<file path="src/rtl/iir_pkg.sv">
// iir_pkg: shared types and constants for the iir_cascade engine.
package iir_pkg;

    typedef enum logic [1:0] {IDLE, MAC, SCALE, OUT} state_t;

    // Coefficient slot order inside one section; also the MAC product order.
    localparam logic [2:0] K_B0 = 3'd0;
    localparam logic [2:0] K_B1 = 3'd1;
    localparam logic [2:0] K_B2 = 3'd2;
    localparam logic [2:0] K_A1 = 3'd3;
    localparam logic [2:0] K_A2 = 3'd4;
    localparam int         NUM_K = 5;

    localparam logic [5:0] REG_CLIP  = 6'd61;
    localparam logic [5:0] REG_CLEAR = 6'd62;
    localparam logic [5:0] REG_COUNT = 6'd63;

    // Config address of coefficient k in section s.
    function automatic logic [5:0] coeff_addr(input int s, input int k);
        return 6'(NUM_K * s + k);
    endfunction

endpackage

</file>
<file path="src/rtl/iir_cascade_if.sv">
// iir_cascade_if: sample stream in/out plus the Avalon-style config slave.
interface iir_cascade_if #(parameter int DATA_W = 32);
    logic signed [DATA_W-1:0] in_data;
    logic                     in_valid;
    logic                     in_ready;
    logic signed [DATA_W-1:0] out_data;
    logic                     out_valid;
    logic                     out_ready;
    logic                     cfg_write;
    logic [5:0]               cfg_address;
    logic [31:0]              cfg_writedata;
    logic                     cfg_read;
    logic [31:0]              cfg_readdata;
    logic                     cfg_waitrequest;

    modport slave (
        input  in_data, in_valid, out_ready,
        input  cfg_write, cfg_address, cfg_writedata, cfg_read,
        output in_ready, out_data, out_valid, cfg_readdata, cfg_waitrequest
    );

    modport master (
        output in_data, in_valid, out_ready,
        output cfg_write, cfg_address, cfg_writedata, cfg_read,
        input  in_ready, out_data, out_valid, cfg_readdata, cfg_waitrequest
    );
endinterface

</file>
<file path="src/rtl/iir_mac.sv">
// iir_mac: signed coefficient x sample product, sign-extended and accumulated.
module iir_mac #(
    parameter int COEFF_W = 16,
    parameter int DATA_W  = 32,
    parameter int ACC_W   = DATA_W + COEFF_W + 3
) (
    input  logic                      clk,
    input  logic                      rst_n,
    input  logic                      en_i,
    input  logic                      clr_i,
    input  logic                      neg_i,
    input  logic signed [COEFF_W-1:0] coef_i,
    input  logic signed [DATA_W-1:0]  data_i,
    output logic signed [ACC_W-1:0]   acc_o
);
    localparam int PW = COEFF_W + DATA_W;

    logic signed [PW-1:0]    prod;
    logic signed [ACC_W-1:0] term, acc_d, acc_q;

    // Product, optional negation, and restart-or-accumulate select.
    always_comb begin
        prod  = PW'(coef_i) * PW'(data_i);
        term  = ACC_W'(prod);
        if (neg_i) term = -term;
        acc_d = (clr_i ? '0 : acc_q) + term;
    end

    // Accumulator register, advanced only while the engine is in MAC.
    always_ff @(posedge clk) begin
        if (!rst_n)    acc_q <= '0;
        else if (en_i) acc_q <= acc_d;
    end

    assign acc_o = acc_q;
endmodule

</file>
<file path="src/rtl/iir_cascade.sv">
// iir_cascade: NUM_SECTIONS direct-form-I biquads sharing one MAC.
// Optional macro IIR_SATURATE_EN: clamp on narrowing and count clips (reg 61).
module iir_cascade
    import iir_pkg::*;
#(
    parameter int DATA_W       = 32,
    parameter int COEFF_W      = 16,
    parameter int COEFF_FRAC   = 14,
    parameter int NUM_SECTIONS = 2,
    parameter int ACC_W        = DATA_W + COEFF_W + 3
) (
    input  logic          clk,
    input  logic          reset_n,
    iir_cascade_if.slave  bus
);
    localparam int SW = (NUM_SECTIONS > 1) ? $clog2(NUM_SECTIONS) : 1;
    localparam logic [SW-1:0] LAST_S = SW'(NUM_SECTIONS - 1);

    typedef logic signed [DATA_W-1:0]  samp_t;
    typedef logic signed [COEFF_W-1:0] coef_t;

    localparam coef_t ONE = coef_t'(2 ** COEFF_FRAC);
    localparam logic signed [ACC_W-1:0] HALF = ACC_W'(2 ** (COEFF_FRAC - 1));

    state_t        state_q, state_d;
    logic [SW-1:0] s_q, s_d;
    logic [2:0]    k_q, k_d;

    coef_t coef_q [NUM_SECTIONS][NUM_K];
    samp_t x1_q [NUM_SECTIONS];
    samp_t x2_q [NUM_SECTIONS];
    samp_t y1_q [NUM_SECTIONS];
    samp_t y2_q [NUM_SECTIONS];
    samp_t xin_q, out_data_q, mac_data, y_nar;
    coef_t mac_coef;
    logic  mac_neg, in_ready_q;
    logic [31:0] cnt_q, rdata_q, rdata_d;
    logic signed [ACC_W-1:0] acc, rnd, yfull;
`ifdef IIR_SATURATE_EN
    logic        clip;
    logic [31:0] clip_cnt_q;
`endif
    logic unused_bits;

    // Sequencer state: section index s and product index k.
    always_ff @(posedge clk) begin
        if (!reset_n) begin
            state_q <= IDLE;
            s_q     <= '0;
            k_q     <= K_B0;
        end else begin
            state_q <= state_d;
            s_q     <= s_d;
            k_q     <= k_d;
        end
    end

    // Next-state: accept, five products per section, scale, then hold output.
    always_comb begin
        state_d = state_q;
        s_d     = s_q;
        k_d     = k_q;
        unique case (state_q)
            IDLE: if (bus.in_valid && in_ready_q) begin
                state_d = MAC;
                s_d     = '0;
                k_d     = K_B0;
            end
            MAC: if (k_q == K_A2) state_d = SCALE;
                 else             k_d     = k_q + 3'd1;
            SCALE: if (s_q == LAST_S) state_d = OUT;
                   else begin
                       state_d = MAC;
                       s_d     = s_q + SW'(1);
                       k_d     = K_B0;
                   end
            OUT: if (bus.out_ready) state_d = IDLE;
            default: state_d = IDLE;
        endcase
    end

    // Operand select; feedback terms are subtracted (stored a1/a2 are negated).
    always_comb begin
        mac_coef = coef_q[s_q][k_q];
        mac_neg  = (k_q == K_A1) || (k_q == K_A2);
        case (k_q)
            K_B0:    mac_data = xin_q;
            K_B1:    mac_data = x1_q[s_q];
            K_B2:    mac_data = x2_q[s_q];
            K_A1:    mac_data = y1_q[s_q];
            default: mac_data = y2_q[s_q];
        endcase
    end

    iir_mac #(.COEFF_W(COEFF_W), .DATA_W(DATA_W), .ACC_W(ACC_W)) u_mac (
        .clk    (clk),
        .rst_n  (reset_n),
        .en_i   (state_q == MAC),
        .clr_i  (k_q == K_B0),
        .neg_i  (mac_neg),
        .coef_i (mac_coef),
        .data_i (mac_data),
        .acc_o  (acc)
    );

    // Round-half-up rescale, then narrow to the sample width.
    always_comb begin
        rnd   = acc + HALF;
        yfull = rnd >>> COEFF_FRAC;
        y_nar = yfull[DATA_W-1:0];
`ifdef IIR_SATURATE_EN
        clip = 1'b0;
        if (yfull > ACC_W'(samp_t'({1'b0, {(DATA_W-1){1'b1}}}))) begin
            y_nar = {1'b0, {(DATA_W-1){1'b1}}};
            clip  = 1'b1;
        end else if (yfull < ACC_W'(samp_t'({1'b1, {(DATA_W-1){1'b0}}}))) begin
            y_nar = {1'b1, {(DATA_W-1){1'b0}}};
            clip  = 1'b1;
        end
`endif
    end

    // Config read mux; coefficients read back sign-extended.
    always_comb begin
        rdata_d = '0;
        for (int s = 0; s < NUM_SECTIONS; s++)
            for (int k = 0; k < NUM_K; k++)
                if (bus.cfg_address == coeff_addr(s, k)) rdata_d = 32'(coef_q[s][k]);
        if (bus.cfg_address == REG_COUNT) rdata_d = cnt_q;
`ifdef IIR_SATURATE_EN
        if (bus.cfg_address == REG_CLIP)  rdata_d = clip_cnt_q;
`endif
    end

    // Datapath: config writes in IDLE, sample latch, section history update.
    always_ff @(posedge clk) begin
        if (!reset_n) begin
            xin_q      <= '0;
            out_data_q <= '0;
            cnt_q      <= '0;
            rdata_q    <= '0;
            in_ready_q <= 1'b0;
            for (int s = 0; s < NUM_SECTIONS; s++) begin
                x1_q[s] <= '0;
                x2_q[s] <= '0;
                y1_q[s] <= '0;
                y2_q[s] <= '0;
                for (int k = 0; k < NUM_K; k++)
                    coef_q[s][k] <= (k == 0) ? ONE : '0;
            end
        end else begin
            in_ready_q <= (state_d == IDLE);
            if (bus.cfg_read) rdata_q <= rdata_d;
            if (state_q == IDLE) begin
                if (bus.cfg_write) begin
                    for (int s = 0; s < NUM_SECTIONS; s++)
                        for (int k = 0; k < NUM_K; k++)
                            if (bus.cfg_address == coeff_addr(s, k))
                                coef_q[s][k] <= bus.cfg_writedata[COEFF_W-1:0];
                    if (bus.cfg_address == REG_CLEAR)
                        for (int s = 0; s < NUM_SECTIONS; s++) begin
                            x1_q[s] <= '0;
                            x2_q[s] <= '0;
                            y1_q[s] <= '0;
                            y2_q[s] <= '0;
                        end
                end
                if (bus.in_valid && in_ready_q) xin_q <= bus.in_data;
            end
            if (state_q == SCALE) begin
                x2_q[s_q] <= x1_q[s_q];
                x1_q[s_q] <= xin_q;
                y2_q[s_q] <= y1_q[s_q];
                y1_q[s_q] <= y_nar;
                xin_q     <= y_nar;
                if (s_q == LAST_S) out_data_q <= y_nar;
            end
            if (state_q == OUT && bus.out_ready) cnt_q <= cnt_q + 32'd1;
        end
    end

`ifdef IIR_SATURATE_EN
    // Sticky count of scale steps whose result had to be clamped.
    always_ff @(posedge clk) begin
        if (!reset_n)                      clip_cnt_q <= '0;
        else if (state_q == SCALE && clip) clip_cnt_q <= clip_cnt_q + 32'd1;
    end
`endif

    assign unused_bits         = ^{bus.cfg_writedata[31:COEFF_W], yfull[ACC_W-1:DATA_W]};
    assign bus.in_ready        = in_ready_q;
    assign bus.out_valid       = (state_q == OUT);
    assign bus.out_data        = out_data_q;
    assign bus.cfg_readdata    = rdata_q;
    assign bus.cfg_waitrequest = (state_q != IDLE);
endmodule

</file>
<file path="src/flat_wrapper.sv">
// flat-port wrapper written by rule: the top's interface ports become plain ports
module iir_cascade_flat import iir_pkg::*;
#(
    parameter int DATA_W       = 32,
    parameter int COEFF_W      = 16,
    parameter int COEFF_FRAC   = 14,
    parameter int NUM_SECTIONS = 2,
    parameter int ACC_W        = DATA_W + COEFF_W + 3
)
  (clk, reset_n, bus_in_data, bus_in_valid, bus_out_ready, bus_cfg_write, bus_cfg_address, bus_cfg_writedata, bus_cfg_read, bus_in_ready, bus_out_data, bus_out_valid, bus_cfg_readdata, bus_cfg_waitrequest);
  iir_cascade_if #(.DATA_W(DATA_W)) bus_i ();
  input  logic clk;
  input  logic reset_n;
  input wire logic [$bits(bus_i.in_data)-1:0] bus_in_data;
  input wire logic [$bits(bus_i.in_valid)-1:0] bus_in_valid;
  input wire logic [$bits(bus_i.out_ready)-1:0] bus_out_ready;
  input wire logic [$bits(bus_i.cfg_write)-1:0] bus_cfg_write;
  input wire logic [$bits(bus_i.cfg_address)-1:0] bus_cfg_address;
  input wire logic [$bits(bus_i.cfg_writedata)-1:0] bus_cfg_writedata;
  input wire logic [$bits(bus_i.cfg_read)-1:0] bus_cfg_read;
  output wire logic [$bits(bus_i.in_ready)-1:0] bus_in_ready;
  output wire logic [$bits(bus_i.out_data)-1:0] bus_out_data;
  output wire logic [$bits(bus_i.out_valid)-1:0] bus_out_valid;
  output wire logic [$bits(bus_i.cfg_readdata)-1:0] bus_cfg_readdata;
  output wire logic [$bits(bus_i.cfg_waitrequest)-1:0] bus_cfg_waitrequest;
  assign bus_i.in_data = bus_in_data;
  assign bus_i.in_valid = bus_in_valid;
  assign bus_i.out_ready = bus_out_ready;
  assign bus_i.cfg_write = bus_cfg_write;
  assign bus_i.cfg_address = bus_cfg_address;
  assign bus_i.cfg_writedata = bus_cfg_writedata;
  assign bus_i.cfg_read = bus_cfg_read;
  assign bus_in_ready = bus_i.in_ready;
  assign bus_out_data = bus_i.out_data;
  assign bus_out_valid = bus_i.out_valid;
  assign bus_cfg_readdata = bus_i.cfg_readdata;
  assign bus_cfg_waitrequest = bus_i.cfg_waitrequest;
  iir_cascade #(.DATA_W(DATA_W), .COEFF_W(COEFF_W), .COEFF_FRAC(COEFF_FRAC), .NUM_SECTIONS(NUM_SECTIONS), .ACC_W(ACC_W)) u_core (.clk(clk), .reset_n(reset_n), .bus(bus_i));
endmodule
</file>
<file path="config.mk">
export PLATFORM = sky130hd
export DESIGN_NAME = iir_cascade_flat
export DESIGN_NICKNAME = d
export VERILOG_FILES = /design/src/rtl/iir_pkg.sv /design/src/rtl/iir_cascade_if.sv /design/src/rtl/iir_mac.sv /design/src/rtl/iir_cascade.sv /design/src/flat_wrapper.sv
export SDC_FILE = /design/constraint.sdc
export NUM_CORES = 2
export LEC_CHECK = 0
export CAP_MARGIN = 10
export CORE_AREA = 2 2 351 353
export DETAILED_ROUTE_END_ITERATION = 12
export DIE_AREA = 0 0 353 355
export PLACE_DENSITY = 0.64
export SETUP_SLACK_MARGIN = 0.2
export SLEW_MARGIN = 20
export SYNTH_ARGS = -nofsm -noshare
export SYNTH_HDL_FRONTEND = slang
export SYNTH_SLANG_ARGS = --single-unit
</file>
<file path="constraint.sdc">
create_clock -name clk -period 14.92 [get_ports clk]
set_input_delay 4.476 -clock clk [delete_from_list [all_inputs] [get_ports clk]]
set_output_delay 4.476 -clock clk [all_outputs]
set_load 0.03 [all_outputs]
</file>
# After elaboration in Yosys (flattened, before gate mapping)
# Memories as Yosys holds them, arrays and structs flattened. A register that Yosys moved wholly into a read port is not among the register bits.
# Cells that the tools add are included.
# Widths: inputs -> output; s select.
[op_classes] addsub=6 n_mul=1 magnitude_cmp=1 eq_ne=21 n_mux=131 bitwise=19 n_reduce_logical=19
[ops] operator="$mux 32" count=26
[ops] operator="$mux 16" count=12
[ops] operator="$pmux 32 s4" count=1
[ops] operator="$reduce_or 32->1" count=4
[ops] operator="$mux 51" count=2
[ops] operator="$mux 1" count=79
[ops] operator="$add 51x51->51" count=1
[ops] operator="$neg 48->51" count=1
[ops] operator="$bmux 16 s3" count=1
[ops] operator="$mul 16x32->48" count=1
[ops] operator="$add 46x15->46 const B" count=1
[ops] operator="$add 32x1->32 const B" count=1
[ops] operator="$eq 6x3->1 const B" count=4
[ops] operator="$or 1x1->1" count=18
[ops] operator="$eq 6x2->1 const B" count=2
[ops] operator="$eq 6x4->1 const B" count=2
[ops] operator="$eq 6x6->1 const B" count=2
[ops] operator="$mux 3" count=3
[ops] operator="$pmux 3 s3" count=1
[ops] operator="$mux 2" count=4
[ops] operator="$pmux 2 s4" count=1
[ops] operator="$eq 3x2->1 const B" count=2
[ops] operator="$eq 6x1->1 const B" count=1
[ops] operator="$logic_not 6->1" count=1
[ops] operator="18 further kinds" count=27
[word_totals] ff_bits=186 mem_bits_rw=416 in_bits=76 out_inout_bits=67 word_cells=212 memories=5
[mem_list] memory="u_core.coef_q" depth=2 width=80 rd=3 rd_ports_with_merged_regs=1 write_ports=2 line="iir_cascade.sv:29" source="coef_t coef_q [NUM_SECTIONS][NUM_K];"
[mem_list] memory="u_core.x1_q" depth=2 width=32 rd=1 rd_ports_with_merged_regs=1 write_ports=2 line="iir_cascade.sv:30" source="samp_t x1_q [NUM_SECTIONS];"
[mem_list] memory="u_core.x2_q" depth=2 width=32 rd=1 rd_ports_with_merged_regs=1 write_ports=2 line="iir_cascade.sv:31" source="samp_t x2_q [NUM_SECTIONS];"
[mem_list] memory="u_core.y1_q" depth=2 width=32 rd=1 rd_ports_with_merged_regs=1 write_ports=2 line="iir_cascade.sv:32" source="samp_t y1_q [NUM_SECTIONS];"
[mem_list] memory="u_core.y2_q" depth=2 width=32 rd=1 rd_ports_with_merged_regs=1 write_ports=2 line="iir_cascade.sv:33" source="samp_t y2_q [NUM_SECTIONS];"

# Depth between registers and ports, before layout
[logic_depth] ltp_word=12 ltp_mapped=48 mapped_depth_nobuf=42

# Hierarchy
# Synthesis repeated with hierarchy kept, for this count alone.
[unflattened] cells_unflattened=5116 area_unflattened_um2=50515.9
[modules_own_cells] mod="iir_cascade" n_inst=1 cells_each=2231 area_each_um2=26198.9 seq_area_each_um2=15214.6
[modules_own_cells] mod="iir_mac" n_inst=1 cells_each=2885 area_each_um2=24317.1 seq_area_each_um2=1021.0

# Worst setup path after synthesis
# OpenSTA, ideal clock, no wires.
[synth_path] path_type="register to register" from="register (tool-made name)" to="register u_core.u_mac.acc_q[45] (netlist: u_core.u_mac.acc_o[45])" setup_ns=0.070 t_arrival_ns=12.146 required_time_ns=14.850 slack_ns=2.704 stages_incl_launch_ff=45 path_buffers=10 synth_period_minus_slack_ns=12.216 cell_sequence="dfxtp_1 buf_6 buf_2 buf_2 buf_2 buf_2 buf_2 buf_2 buf_2 mux2i_1 a32oi_1 nand2_1 fa_1 inv_1 fa_1 fa_1 fa_1 fa_1 [... 9 more ...] a221oi_2 or4b_4 or4_4 or4_4 o31ai_2 xnor2_1 ha_1 clkbuf_1 a21o_1 a21o_1 o21bai_1 a21o_1 a21o_1 a21oi_1 o22ai_1 a211oi_1 xnor3_1 a21oi_1"
[synth_rtl] item="to (signal assigned)" line="iir_mac.sv:31" source="if (!rst_n) acc_q <= '0;"
[synth_rtl] item="to (signal assigned)" line="iir_mac.sv:32" source="else if (en_i) acc_q <= acc_d;"
[synth_rtl] item="to (decl)" line="iir_mac.sv:19" source="logic signed [ACC_W-1:0] term, acc_d, acc_q;"

# Worst setup path in the final report
[layout_path] from="register u_core.k_q[1]" to="register u_core.u_mac.acc_q[45] (netlist: u_core.u_mac.acc_o[45])"
[layout_via] elab_chain_len=8 elab_cells_between_ends=16 classes_between="add/sub (2); mul (1); eq/ne (4); mux (6); bitwise (1); reduce/logical (2)"
[layout_lines] item="from (decl)" line="iir_cascade.sv:27" source="logic [2:0] k_q, k_d;"
[layout_lines] item="from (signal assigned)" line="iir_cascade.sv:54" source="k_q <= k_d;"
[layout_lines] item="$not 3->4 (implied by the code)" line="iir_cascade.sv:84" source="mac_coef = coef_q[s_q][k_q];"
[layout_lines] item="$bmux 16 s3" line="iir_cascade.sv:84"
[layout_lines] item="$mux 16 (implied by the code) (2 in a row)" line="iir_cascade.sv:84"
[layout_lines] item="$mul 16x32->48" line="iir_mac.sv:23" source="prod = PW'(coef_i) * PW'(data_i);"
[layout_lines] item="$neg 48->51" line="iir_mac.sv:25" source="if (neg_i) term = -term;"
[layout_lines] item="$mux 51" line="iir_mac.sv:25"
[layout_lines] item="$add 51x51->51 *" line="iir_mac.sv:26" source="acc_d = (clr_i ? '0 : acc_q) + term;"
# Every way passes the cells marked *; elsewhere a longest branch is shown, timed or not. The select of a mux whose other input is x is not followed.
# A chain may end at the register's enable or synchronous reset.

==> run_results.csv <==
group,metric,value,unit
run_status,status,"finished clean",
sta,whs,0.4508,ns
sta,fin_crit_sh,91.36,%
final_layout,multi_input_area,29320,µm²
setup_path,required,15.47,ns
setup_path,arrival,14.18,ns
grt,grt_overflow,0,
routing,vias,37800,
synth,synth_cell_type_count,95,
clock_network,cts_sinks,598,
floorplanning,die_h,355,µm
place,dp_cells,6585,
grt,grt_antenna_before_repair,1,
place,portBuffers,126,
sta,fin_setup_tns,0,ns
grt,grt_pass1_wl,233.9,mm
sta,finalSetupViolCount,0,
synth,ys_top_cells_by_count,"595 x nor2_1, 569 x inv_1, 501 x nand2_1",
place,hpwl,109.3,mm
sta,max_freq,73.36,MHz
sta,setup_ws,1.289,ns
routing,wl_met1,61.67,mm
routing,dr.max_layer_used,"met5",
sta,rsz0062_at_grt,"false",
final_layout,instances_no_fill,6707,
floorplanning,pin_count,143,
routing,wl_met3,11.87,mm
place,place.gp.congestion,0.9276,
clock_network,postCtsSetupBuffers,0,
routing,post-route-drc-count,0,
clock_network,clkTransAtPathRegs,0.07,ns
clock_network,clockBufferDepth,3,
synth,ys_async_sr_fraction,0,%
clock_network,cts_made_buffers,66,
clock_network,post_cts_resized,0,
sta,clock_skew,0.03502,ns
synth,yosys.area.top_type_share,25.81,%
synth,synth_edf_count,416,
synth,syn_avg_cell_area,9.683,µm²
synth,synth-warning-count,0,
pwr,vdd_drop_max,164.4,µV
final_layout,register_area,16140,µm²
routing,wl_per_cell,22.58,µm
synth,postSynthCellCount,4998,
setup_path,end_kind,"flip-flop",
synth,synth_area_leaders,"edfxtp_1 26%, fa_1 20%, dfxtp_1 7.5%, nor2_1 4.6%, inv_1 4.4%",
setup_path,slowest_delay,0.86,ns
synth,synth_area,48400,µm²
min_path,worstHoldPathCells,1,
floorplanning,die_w,353,µm
synth,synth_compound_area_share,11.70,%
routing,drtAntennaViolNets,0,
synth,synthXorXnorAreaFrac,3.141,%
routing,wl,151.5,mm
final_layout,area_delta_synth_final,11.34,%
synth,synth_fa_ha_area_share,23.80,%
job,drv_cap,0,
synth,yosysMostFrequentCell,"nor2_1",
routing,first_pass_iters,8,
floorplanning,start_util,39.87,%
pwr,fin_total_pwr,9.119,mW
place,pre_cts_ws,1.464,ns
synth,syn-num-nets,5711,
clock_network,tritoncts,"yes",
final_layout,n_antenna_cell,0,
clock_network,htree_levels,3,
clock_network,hold_buffers,0,
synth,synth_seq_cells,598,
synth,ys.flop_type,"edfxtp_1",
routing,drt_iter0_markers,3376,
floorplanning,coreArea,121400,µm²
synth,yosysSeqAreaShare,33.34,%
sta,slew_viol_final,0,
setup_path,worstSetupPathType,"flip-flop to flip-flop",
setup_path,cp_max_fo,21,
place,placed_area,51630,µm²
setup_path,r2r_setup_slack,1.29,ns
pwr,p_leak,21.55,nW
clock_network,clk_latency,0.64,ns
synth,synth_top_family_by_area,"adder cells",
synth,muxShareOfSynthArea,5.121,%
setup_path,startpoint_type,"flip-flop",
final_layout,fillers,11630,
setup_path,reg2regPathDepth,40,
grt,grt_max_degree,74,
routing,via_per_inst,5.636,
sta,hold_viol,0,
final_layout,drive_above_1_share,7.143,%
grt,grt_use_total,24.15,%
sta,period_needed,13.63,ns
grt,grt_pass1_vias,38950,
sta,slew_headroom,17.15,%
clock_network,cts-root-buf,"clkbuf_16",
floorplanning,dieArea,125300,µm²
routing,wl_met2,70.61,mm
synth,synth_top_area_cell,"edfxtp_1",
final_layout,nNetsFinal,5742,
final_layout,fin_area,53880,µm²
sta,worst_pin_slew,1.243,ns
pwr,p_per_area,169.2,nW/µm²
final_layout,fin_util,44.39,%
setup_path,cpMaxStageDelayCell,"ha_1",
min_path,min_path_type,"flip-flop to flip-flop",
synth,synth-simple-area-share,16.36,%
floorplanning,num_rows,128,
worst max-delay path: cells and delay by family (launching register included):
kind	cells	cell delay [ns]
xor+xnor	2	0.76
compound gates	17	4.82
buf+inv	8	1.43
flops	1	0.31
fa+ha+maj	9	4.82
simple gates	4	1.39
cells in the final DEF (no fill, tap or decap), types with 75 or more instances in the layout:
cell             netlist  final
ha_1                 164    164
o21ai_0              169    162
fa_1                 473    473
xnor2_1              104    104
edfxtp_1             416    416
dfxtp_1              182    179
and2_1               246    246
a21o_1                75     75
mux2i_1              116    116
inv_1                569    568
nand3_1               81     79
nor2_1               595    583
clkdlybuf4s50_1        0    124
nand2_1              501    500
a21oi_1              230    228
buf_4                  1     94
power by group:
group / total (mW) / internal [mW] / switching [mW]
Sequential: 1.94 / 1.86 / 0.0813
Clock: 1.70 / 0.990 / 0.711
Combinational: 5.48 / 1.96 / 3.52
Total: 9.12 / 4.80 / 4.32
area by class of cell:
class | instances | area share (%)
Multi-Input combinational cell | 3570 | 54.41
Sequential cell | 598 | 29.96
Inverter | 570 | 3.971
Tap cell | 1625 | 3.773
Timing Repair Buffer | 223 | 3.757
Clock buffer | 94 | 3.478
Clock inverter | 27 | 0.6455
cells by family after synthesis:
family          after synthesis
simple gates               1701
compound gates              856
buf+inv                     830
fa+ha+maj                   637
flops                       598
mux                         204
xor+xnor                    172
metal layers:
layer | up-vias | global-route usage (%)
li1 | 16960 | -
met1 | 18890 | 31.32
met2 | 1636 | 39.62
met3 | 311 | 4.082
met4 | 2 | 11.03
met5 | - | 0
state kept, by name, summed over array words and instances (netlist names), 46 cells and up, named ones only:
signal,flops
u_core.x1_q,64
u_core.u_mac.acc_o,46
u_core.y2_q,64
u_core.x2_q,64
u_core.y1_q,64
u_core.coef_q,160
path summary, 6_finish.rpt:
check	endpoint	from
setup / recovery	u_core.u_mac.acc_o[45]	u_core.k_q[1]
hold / removal	u_core.bus.out_data[28]	u_core.bus.out_data[28]
setup reg to reg	u_core.u_mac.acc_o[45]	u_core.k_q[1]
hold reg to reg	u_core.bus.out_data[28]	u_core.bus.out_data[28]
(Power assumes the default switching activity.)
